**src/rtl/mips_fetch_pkg.sv**
```systemverilog
// rtl/mips_fetch_pkg.sv - shared types and constants for the mips fetch stage
//
// Purpose: state encoding, FIFO entry layout and PC helpers shared by
//          fetch_unit and fetch_fifo.
package mips_fetch_pkg;

   localparam int          INSTR_W = 32;
   localparam logic [31:0] PC_STEP = 32'd4;

   typedef enum logic [1:0] {
      IDLE = 2'd0,
      REQ  = 2'd1,
      DROP = 2'd2
   } fetch_state_t;

   typedef struct packed {
      logic [INSTR_W-1:0] instr;
      logic [31:0]        pc;
   } fetch_entry_t;

   // Redirect targets are forced onto a word boundary.
   function automatic logic [31:0] align_pc(input logic [31:0] pc);
      return pc & ~32'd3;
   endfunction

endpackage

```
**src/rtl/fetch_fifo.sv**
```systemverilog
// rtl/fetch_fifo.sv - prefetch FIFO holding {instr, pc} entries
//
// Purpose: DEPTH-entry synchronous FIFO between instruction memory and core.
// Ports:
//   clock, reset      rising-edge clock, asynchronous active-low reset
//   push, push_data   write one entry
//   pop               retire the head entry
//   flush             empty the FIFO; dominates push and pop
//   count             current occupancy (0..DEPTH)
//   empty             occupancy is zero
//   head              oldest entry, valid when empty=0
module fetch_fifo
   import mips_fetch_pkg::*;
#(
   parameter int DEPTH = 4
) (
   input  logic                     clock,
   input  logic                     reset,
   input  logic                     push,
   input  fetch_entry_t             push_data,
   input  logic                     pop,
   input  logic                     flush,
   output logic [$clog2(DEPTH):0]   count,
   output logic                     empty,
   output fetch_entry_t             head
);

   localparam int AW = $clog2(DEPTH);
   localparam int CW = AW + 1;

   fetch_entry_t   mem [DEPTH];
   logic [AW-1:0]  wr_ptr;
   logic [AW-1:0]  rd_ptr;
   logic           do_push;
   logic           do_pop;

   // Guards keep the pointers coherent even if a caller misbehaves.
   assign do_push = push & (count != CW'(DEPTH));
   assign do_pop  = pop & ~empty;

   assign empty = (count == '0);
   assign head  = mem[rd_ptr];

   always_ff @(posedge clock or negedge reset) begin
      if (!reset) begin
         wr_ptr <= '0;
         rd_ptr <= '0;
         count  <= '0;
         for (int i = 0; i < DEPTH; i++) begin
            mem[i] <= '0;
         end
      end else if (flush) begin
         wr_ptr <= '0;
         rd_ptr <= '0;
         count  <= '0;
      end else begin
         if (do_push) begin
            mem[wr_ptr] <= push_data;
            wr_ptr      <= wr_ptr + AW'(1);
         end
         if (do_pop) begin
            rd_ptr <= rd_ptr + AW'(1);
         end
         count <= count + CW'(do_push) - CW'(do_pop);
      end
   end

endmodule

```
**src/rtl/fetch_unit.sv**
```systemverilog
// rtl/fetch_unit.sv - instruction fetch stage feeding the single-cycle mips core
//
// Purpose: issues word fetches over a req/ack handshake, buffers the returned
//          words in a prefetch FIFO and presents {instr, pc} to the core.
//          Redirects flush the FIFO and discard any in-flight response.
// Ports:
//   clock, reset                       clock, asynchronous active-low reset
//   imem_req, imem_addr                fetch request and its (held) address
//   imem_ack, imem_rdata               memory response
//   redirect, redirect_pc              control-flow change from the core
//   instr_valid, instr, instr_pc       FIFO head towards the core
//   instr_ready                        core consumes the head
module fetch_unit
   import mips_fetch_pkg::*;
#(
   parameter int          DEPTH    = 4,
   parameter logic [31:0] RESET_PC = 32'h0000_0000
) (
   input  logic        clock,
   input  logic        reset,
   output logic        imem_req,
   output logic [31:0] imem_addr,
   input  logic        imem_ack,
   input  logic [31:0] imem_rdata,
   input  logic        redirect,
   input  logic [31:0] redirect_pc,
   output logic        instr_valid,
   output logic [31:0] instr,
   output logic [31:0] instr_pc,
   input  logic        instr_ready
);

   localparam int CW = $clog2(DEPTH) + 1;

   fetch_state_t  state;
   logic [31:0]   fetch_pc;
   logic [31:0]   pending_pc;
   logic [31:0]   target_pc;
   logic [CW-1:0] fifo_count;
   logic [CW-1:0] count_next;
   logic          fifo_empty;
   logic          push;
   logic          pop;
   logic          credit;
   fetch_entry_t  push_entry;
   fetch_entry_t  head;

   assign target_pc  = align_pc(redirect_pc);

   // Only a kept response (REQ, no redirect) enters the FIFO.
   assign push       = (state == REQ) & imem_ack & ~redirect;
   assign pop        = ~fifo_empty & instr_ready & ~redirect;
   assign push_entry = '{instr: imem_rdata, pc: fetch_pc};

   // Occupancy after this edge; a redirect empties the FIFO.
   assign count_next = redirect ? '0 : (fifo_count + CW'(push) - CW'(pop));
   assign credit     = (count_next < CW'(DEPTH));

   assign imem_req    = (state != IDLE);
   assign imem_addr   = fetch_pc;
   assign instr_valid = ~fifo_empty;
   assign instr       = head.instr;
   assign instr_pc    = head.pc;

   fetch_fifo #(.DEPTH(DEPTH)) u_fifo (
      .clock     (clock),
      .reset     (reset),
      .push      (push),
      .push_data (push_entry),
      .pop       (pop),
      .flush     (redirect),
      .count     (fifo_count),
      .empty     (fifo_empty),
      .head      (head)
   );

   // fetch_pc always names the address on the bus; while a request that
   // must be dropped is outstanding, the redirect target waits in pending_pc.
   always_ff @(posedge clock or negedge reset) begin
      if (!reset) begin
         state      <= IDLE;
         fetch_pc   <= RESET_PC;
         pending_pc <= RESET_PC;
      end else if (redirect) begin
         if (state == IDLE || imem_ack) begin
            fetch_pc <= target_pc;
            state    <= REQ;
         end else begin
            pending_pc <= target_pc;
            state      <= DROP;
         end
      end else begin
         case (state)
            IDLE: begin
               if (credit) begin
                  state <= REQ;
               end
            end
            REQ: begin
               if (imem_ack) begin
                  fetch_pc <= fetch_pc + PC_STEP;
                  state    <= credit ? REQ : IDLE;
               end
            end
            DROP: begin
               if (imem_ack) begin
                  fetch_pc <= pending_pc;
                  state    <= REQ;
               end
            end
            default: state <= IDLE;
         endcase
      end
   end

endmodule

```
**config.mk**
```make
export PLATFORM = sky130hd
export DESIGN_NAME = fetch_unit
export DESIGN_NICKNAME = d
export VERILOG_FILES = /design/src/rtl/mips_fetch_pkg.sv /design/src/rtl/fetch_fifo.sv /design/src/rtl/fetch_unit.sv
export SDC_FILE = /design/constraint.sdc
export NUM_CORES = 1
export LEC_CHECK = 0
export BUFFER_PORTS_ARGS = -buffer_cell sky130_fd_sc_hd__buf_4
export CAP_MARGIN = 20
export CELL_PAD_IN_SITES_DETAIL_PLACEMENT = 0
export CELL_PAD_IN_SITES_GLOBAL_PLACEMENT = 1
export CORE_MARGIN = 5
export CORE_UTILIZATION = 53
export CTS_BUF_LIST = sky130_fd_sc_hd__clkbuf_16
export DETAILED_ROUTE_END_ITERATION = 6
export GPL_ROUTABILITY_DRIVEN = 0
export PLACE_DENSITY = 0.95
export SKIP_LAST_GASP = 1
export SYNTH_ARGS = -nofsm -noshare
export SYNTH_HDL_FRONTEND = slang
export SYNTH_SLANG_ARGS = --single-unit
```
**constraint.sdc**
```tcl
create_clock -name clock -period 5.12 [get_ports clock]
set_input_delay 0.512 -clock clock [delete_from_list [all_inputs] [get_ports clock]]
set_output_delay 0.512 -clock clock [all_outputs]
set_load 0.005 [all_outputs]
```
==> results of run 1 <==
-- worst min-delay path by stage --
| stage | startpoint | end |
|---|---|---|
| 4_1_cts | reset | u_fifo.mem[184] |
| 2_1_floorplan | reset | imem_addr[10] |
| 5_1_grt | reset | u_fifo.mem[120] |
| 3_3_place_gp | u_fifo.mem[215] | u_fifo.mem[215] |
| 3_5_place_dp | u_fifo.mem[72] | u_fifo.mem[72] |
| 6_report | reset | u_fifo.mem[184] |
-- state kept, by name, summed over array words and instances, names as in the netlist --
register	count
u_fifo.rd_ptr	2
state	2
u_fifo.count	3
u_fifo.mem	248
pending_pc	30
u_fifo.wr_ptr	2
imem_addr	30
-- layout make-up --
cell class                 count  area share
tap                          378     0.02723
timing repair buffer         172     0.07549
clock buffer                  38     0.05475
clock inverter                27     0.01232
multi-input combinational    629      0.3694
inverter                      17    0.003674
sequential                   317      0.4571
-- critical path: stages, from the launching register on --
cell	delay, ns
dfrtp_4	0.70
buf_4	0.55
mux4_2	0.61
buf_4	0.16
-- power groups by stage --
stage,registers [mW],clock network [mW],logic [mW]
CTS,4.15,2.56,3.22
global placement,4.12,0,3.11
finish,4.15,2.50,3.16
detailed placement,4.18,0,3.21
floorplan,3.77,0,2.20
global route,4.29,2.67,3.45
-- routing by layer --
| layer | share of wire | vias up | GRT usage |
|---|---|---|---|
| li1 | - | 4126 | - |
| met1 | 0.44 | 4825 | 0.3011 |
| met2 | 0.48 | 272 | 0.3461 |
| met3 | 0.060 | 35 | 0.04197 |
| met4 | 0.013 | 0 | 0.04415 |
| met5 | 0 | - | 0 |
-- synthesized netlist by cell type (2+ instances only) --
library cell | count | area, um^2
mux4_2 | 62 | 1396
a41oi_1 | 2 | 17.52
a21oi_1 | 31 | 155.2
o31a_1 | 3 | 26.28
nor2b_1 | 2 | 12.51
nand4_1 | 7 | 43.79
ha_1 | 9 | 112.6
o211ai_1 | 10 | 75.07
nand3_1 | 17 | 85.08
inv_1 | 17 | 63.81
a211oi_1 | 5 | 37.54
or2_2 | 2 | 12.51
clkbuf_1 | 37 | 138.9
or4_1 | 2 | 15.01
mux2_2 | 257 | 2894
mux2_4 | 16 | 240.2
mux2_1 | 5 | 56.30
o2bb2ai_1 | 2 | 17.52
xnor2_1 | 7 | 61.31
o21ai_0 | 33 | 165.2
o31ai_1 | 3 | 22.52
nand2_1 | 34 | 127.6
dfrtp_1 | 317 | 7933
or3_1 | 4 | 25.02
nor3_1 | 2 | 10.01
o22a_1 | 2 | 17.52
a31oi_1 | 6 | 37.54
a311oi_1 | 2 | 17.52
buf_1 | 13 | 48.80
nand2_8 | 4 | 80.08
buf_4 | 5 | 37.54
a221oi_1 | 4 | 35.03
nor2_1 | 33 | 123.9
and4_1 | 3 | 26.28
o22ai_1 | 2 | 12.51
xor2_1 | 8 | 70.07
nand2b_1 | 5 | 31.28
mux2i_1 | 3 | 30.03
buf_6 | 25 | 281.5
and3_1 | 20 | 125.1
-- kinds of logic (layout without fill, tap and decap cells) --
kind of cell,count (synthesis),in the layout,share of synthesized area
xor gates and xnor gates,15,15,0.008810
AOI/OAI and AO/OA,117,117,0.05034
buffers and inverters,98,254,0.03859
DFF,317,317,0.5319
muxes,343,343,0.3096
adders and majority gates,10,10,0.008894
other,1,4,0.0002515
and+or+nand+nor,140,140,0.05160
-- cell usage in the layout, fill, tap and decap left out, types with 4 or more instances in the layout --
master,count
and3_1,20
o21ai_0,33
or3_1,4
a21oi_1,31
dfrtp_1,315
conb_1,4
inv_1,24
buf_4,170
xnor2_1,7
nand2_1,34
nand3_1,17
mux2_1,5
a221oi_1,4
nand2_8,4
clkinv_2,6
a31oi_1,6
mux2_2,257
a211oi_1,5
mux2_4,16
o211ai_1,10
nand4_1,7
ha_1,9
clkinv_1,7
nor2_1,33
xor2_1,8
nand2b_1,5
clkbuf_16,38
mux4_2,62
==> flow_summary.yaml, run 1 <==
cts:
  cts_tree: "built"
  cts_setup_buffers: 0
  cts_buffers: 36
  ctsResizeCount: 0
  cts_root_buf: "clkbuf_16"
  worstSkewPairLatency_ns: 0.51
  ctsHoldBuffers: 0
  cts_max_path_buffers: 3
  clock-sinks: 317
  clk_pin_slew_ns: 0.06
  cts-htree-levels: 2
synth:
  synth_edf_count: 0
  synth_ff_type: "dfrtp_1"
  ys_seq_elements: 317
  synth_area_um2: 14910
  avgSynthCellArea_um2: 14.33
  syn_inst: 1041
  async_flop_share: 1.000
  synth_seq_area_share: 0.5319
  synth_cell_types: 60
  synth_warnings: 0
setup_path:
  required_ns: 4.61
  timing.reg2reg.setup_slack_ns: 2.35
  r2r-start: "state[0]"
  crit_fanout: 26
  arrival_ns: 2.56
  worstSetupStartpoint: "u_fifo.rd_ptr[0]"
  crit_path_end_kind: "primary output"
  crit_type: "reg -> out"
  r2r_cells: 5
  crit_path_end: "instr[17]"
  worstReg2RegEnd: "u_fifo.mem[108]"
  critPathLaunchType: "register"
floorplanning:
  chipWidth_um: 177.7
  core_um2: 27780
  dieArea_um2: 31590
  fp-row-count: 61
  die_h_um: 177.7
  io_pins: 167
  start_util: 0.5368
cells_and_area:
  final_util: 0.6252
  nNetsFinal: 1252
  final_layout_size_suffix_gt1_frac: 0.4758
  finalInstanceArea_um2: 17370
  area_growth_pct: 16.47
  seqCellArea_um2: 7940
  diodes: 0
  multi_input_area_um2: 6416
  final_cells: 1578
  fill_cells: 2112
pwr:
  report.power.total_mw: 9.820
  ir_worst_vdd_v: 0.0002622
  p_leak_nw: 8.050
  p_int_mw: 6.837
  p_per_area_nw_per_um2: 565.3
  p_sw_mw: 2.983
  p_seq_frac: 0.423
  power_frac_comb: 0.322
  sw_frac_of_total: 0.3038
  p_clk_frac: 0.255
grt:
  antenna_found_initial: 0
  grt_pass1_vias: 9917
  grtUsageTotal: 0.2126
  grt_overflow: 0
  grt_pass1_wl_um: 54000
  grt_start_max_net_pins: 136
flow_run:
  cap_violations: 0
place:
  placed_area_um2: 16200
  dp_slack_ns: 1.898
  portBuffers: 160
  place_inst: 1513
  dpl.hpwl_um: 20330
status:
  status: "complete, no violations"
timing:
  finalSetupViolCount: 0
  period_minus_slack_ns: 3.072
  finalMaxSlewViolations: 0
  final-hold-violation-count: 0
  tns_ns: 0
  worstMarginPinSlew_ns: 1.044
  rsz0062_at_grt: "false"
  fin_ws_ns: 2.048
  slew_headroom: 0.3043
  clock_skew_ns: 0.02164
  fin_crit_sh: 0.6001
  max_freq_ghz: 0.3255
  fin_hold_ws_ns: 0.1073
route:
  drt-initial-drc-count: 633
  drc: 0
  drt-vias-per-instance: 5.867
  wl_um: 32520
  post_drt_wl_per_cell_um: 20.61
  routed-via-count: 9258
  first_pass_iters: 5
  drt.antenna.violating_nets: 0
hold_path:
  hold_class: "in -> async"
Power figures use the tool's default switching activity.
==> run 2: changes to the inputs <==
--- a/config.mk
+++ b/config.mk
@@ -10,11 +10,11 @@
 export CELL_PAD_IN_SITES_DETAIL_PLACEMENT = 0
 export CELL_PAD_IN_SITES_GLOBAL_PLACEMENT = 1
 export CORE_MARGIN = 5
-export CORE_UTILIZATION = 53
+export CORE_UTILIZATION = 44
 export CTS_BUF_LIST = sky130_fd_sc_hd__clkbuf_16
 export DETAILED_ROUTE_END_ITERATION = 6
 export GPL_ROUTABILITY_DRIVEN = 0
-export PLACE_DENSITY = 0.95
+export PLACE_DENSITY = 0.87
 export SKIP_LAST_GASP = 1
 export SYNTH_ARGS = -nofsm -noshare
 export SYNTH_HDL_FRONTEND = slang
==> constraint.sdc (replaced) <==
create_clock -name clock -period 2.8 [get_ports clock]
set_input_delay 0.28 -clock clock [delete_from_list [all_inputs] [get_ports clock]]
set_output_delay 0.28 -clock clock [all_outputs]
set_load 0.005 [all_outputs]
==> run 2 against run 1 <==
Compared with the run above:
- final area is 2.4% higher
- critical path depth unchanged
- global-route usage decreased by 3.0 points
- non-clock buffer count up 33
- clock skew is 0.0040 ns lower
- power increased by 83%
- worst hold slack got worse by 0.086 ns
- core utilization shrank 9.5 points
- via count grew 0.69%
- largest cell class unchanged
==> flow_summary.yaml, run 2 (synthesis gave the netlist of run 1 again) <==
cts:
  cts-htree-levels: 2
  clk_pin_slew_ns: 0.06
  cts_max_path_buffers: 3
  ctsResizeCount: 0
  worstSkewPairLatency_ns: 0.51
  clock-sinks: 317
  cts_root_buf: "clkbuf_16"
  cts_setup_buffers: 0
  cts_buffers: 36
  cts_tree: "built"
pwr:
  report.power.total_mw: 17.93
  p_sw_mw: 5.499
  ir_worst_vdd_v: 0.0006324
  p_clk_frac: 0.245
  p_seq_frac: 0.418
  p_per_area_nw_per_um2: 1008
  p_leak_nw: 8.227
  p_int_mw: 12.43
  power_frac_comb: 0.337
  sw_frac_of_total: 0.3068
timing:
  finalMaxSlewViolations: 0
  final-hold-violation-count: 0
  slew_headroom: 0.3969
  clock_skew_ns: 0.01762
  tns_ns: 0
  fin_crit_sh: 0.8526
  finalSetupViolCount: 0
  rsz0062_at_grt: "false"
  max_freq_ghz: 0.4189
  period_minus_slack_ns: 2.387
  worstMarginPinSlew_ns: 0.9046
setup_path:
  crit_path_end_kind: "primary output"
  crit_fanout: 28
  crit_path_end: "instr_pc[3]"
  timing.reg2reg.setup_slack_ns: 0.45
  r2r_cells: 7
  r2r-start: "state[0]"
  worstReg2RegEnd: "u_fifo.mem[89]"
  arrival_ns: 2.11
  worstSetupStartpoint: "u_fifo.rd_ptr[1]"
  crit_type: "reg -> out"
  required_ns: 2.52
  critPathLaunchType: "register"
grt:
  grtUsageTotal: 0.1822
  grt_start_max_net_pins: 102
  antenna_found_initial: 0
  grt_overflow: 0
  grt_pass1_vias: 10060
  grt_pass1_wl_um: 56160
status:
  status: "complete, no violations"
cells_and_area:
  fill_cells: 2798
  largest_register_ff_count: 248
  final_util: 0.5304
  mostFrequentLayoutCells: "dfrtp_1 (315), mux2_2 (257), buf_4 (184)"
  final_cells: 1679
  finalInstanceArea_um2: 17790
  diodes: 0
  nNetsFinal: 1285
  area_growth_pct: 19.27
  layout_commonest_cell: "dfrtp_1"
  final_layout_size_suffix_gt1_frac: 0.4817
  regMostFlops: "u_fifo.mem"
floorplanning:
  fp-row-count: 67
  die_h_um: 194.1
  io_pins: 167
  dieArea_um2: 37670
  core_um2: 33530
  start_util: 0.4447
  chipWidth_um: 194.1
place:
  place_inst: 1607
  portBuffers: 160
  placed_area_um2: 16600
  dpl.hpwl_um: 22640
route:
  drt.antenna.violating_nets: 0
  drt-initial-drc-count: 474
  first_pass_iters: 4
  drc: 0
  drt-vias-per-instance: 5.552
  wl_um: 34460
  post_drt_wl_per_cell_um: 20.52
  routed-via-count: 9322
flow_run:
  cap_violations: 0
hold_path:
  hold_class: "in -> reg"
  hp-start: "redirect_pc[8]"
[run 2: metrics by stage]
step           hold WS [ns]  setup slack [ns]
4_1_cts            0.001070            0.3773
5_1_grt            0.005369            0.3194
6_report            0.02083            0.4127
3_5_place_dp         0.4067            0.4637
2_1_floorplan      -0.01559            0.2148
3_3_place_gp         0.3988            0.4804
[run 2: power by group through the flow]
stage	Clock, mW	Sequential, mW	Combinational, mW
final	4.39	7.49	6.05
after global routing	4.70	7.72	6.62
after CTS	4.52	7.49	6.17
after detailed placement	0	7.56	6.14
after global placement	0	7.43	6.00
after floorplan	0	6.90	4.02
[run 2: how the worst min path moves through the flow]
stage	to	cells after the start
floorplan	imem_addr[10]	0
global placement	u_fifo.mem[250]	1
detailed placement	u_fifo.mem[250]	1
CTS	pending_pc[8]	2
global route	pending_pc[6]	2
finish	pending_pc[8]	2
[run 2: worst max-delay path, cell delays in order (launching register included)]
cell	delay [ns]
dfrtp_4	0.77
buf_4	0.33
mux4_2	0.34
buf_4	0.16
[run 2: layout make-up]
cell class                 count  area, um^2  area share
clock inverter                26       167.7    0.009426
sequential                   317        7940      0.4464
clock buffer                  37       925.9     0.05205
multi-input combinational    629        6422      0.3611
tap                          448       560.5     0.03151
inverter                      17       63.81    0.003587
timing repair buffer         205        1707     0.09595
[run 2: layer usage]
layer	share of wire	global-route usage
met2	0.48	0.2965
met1	0.45	0.2537
met5	0	0
met4	0.020	0.04323
met3	0.052	0.03805
[run 2: what timing repair did]
item | CTS | global route
hold buffers | 9 | 0
endpoints found under the setup margin | 0 | 0
endpoints found under the hold margin | 100 | 0
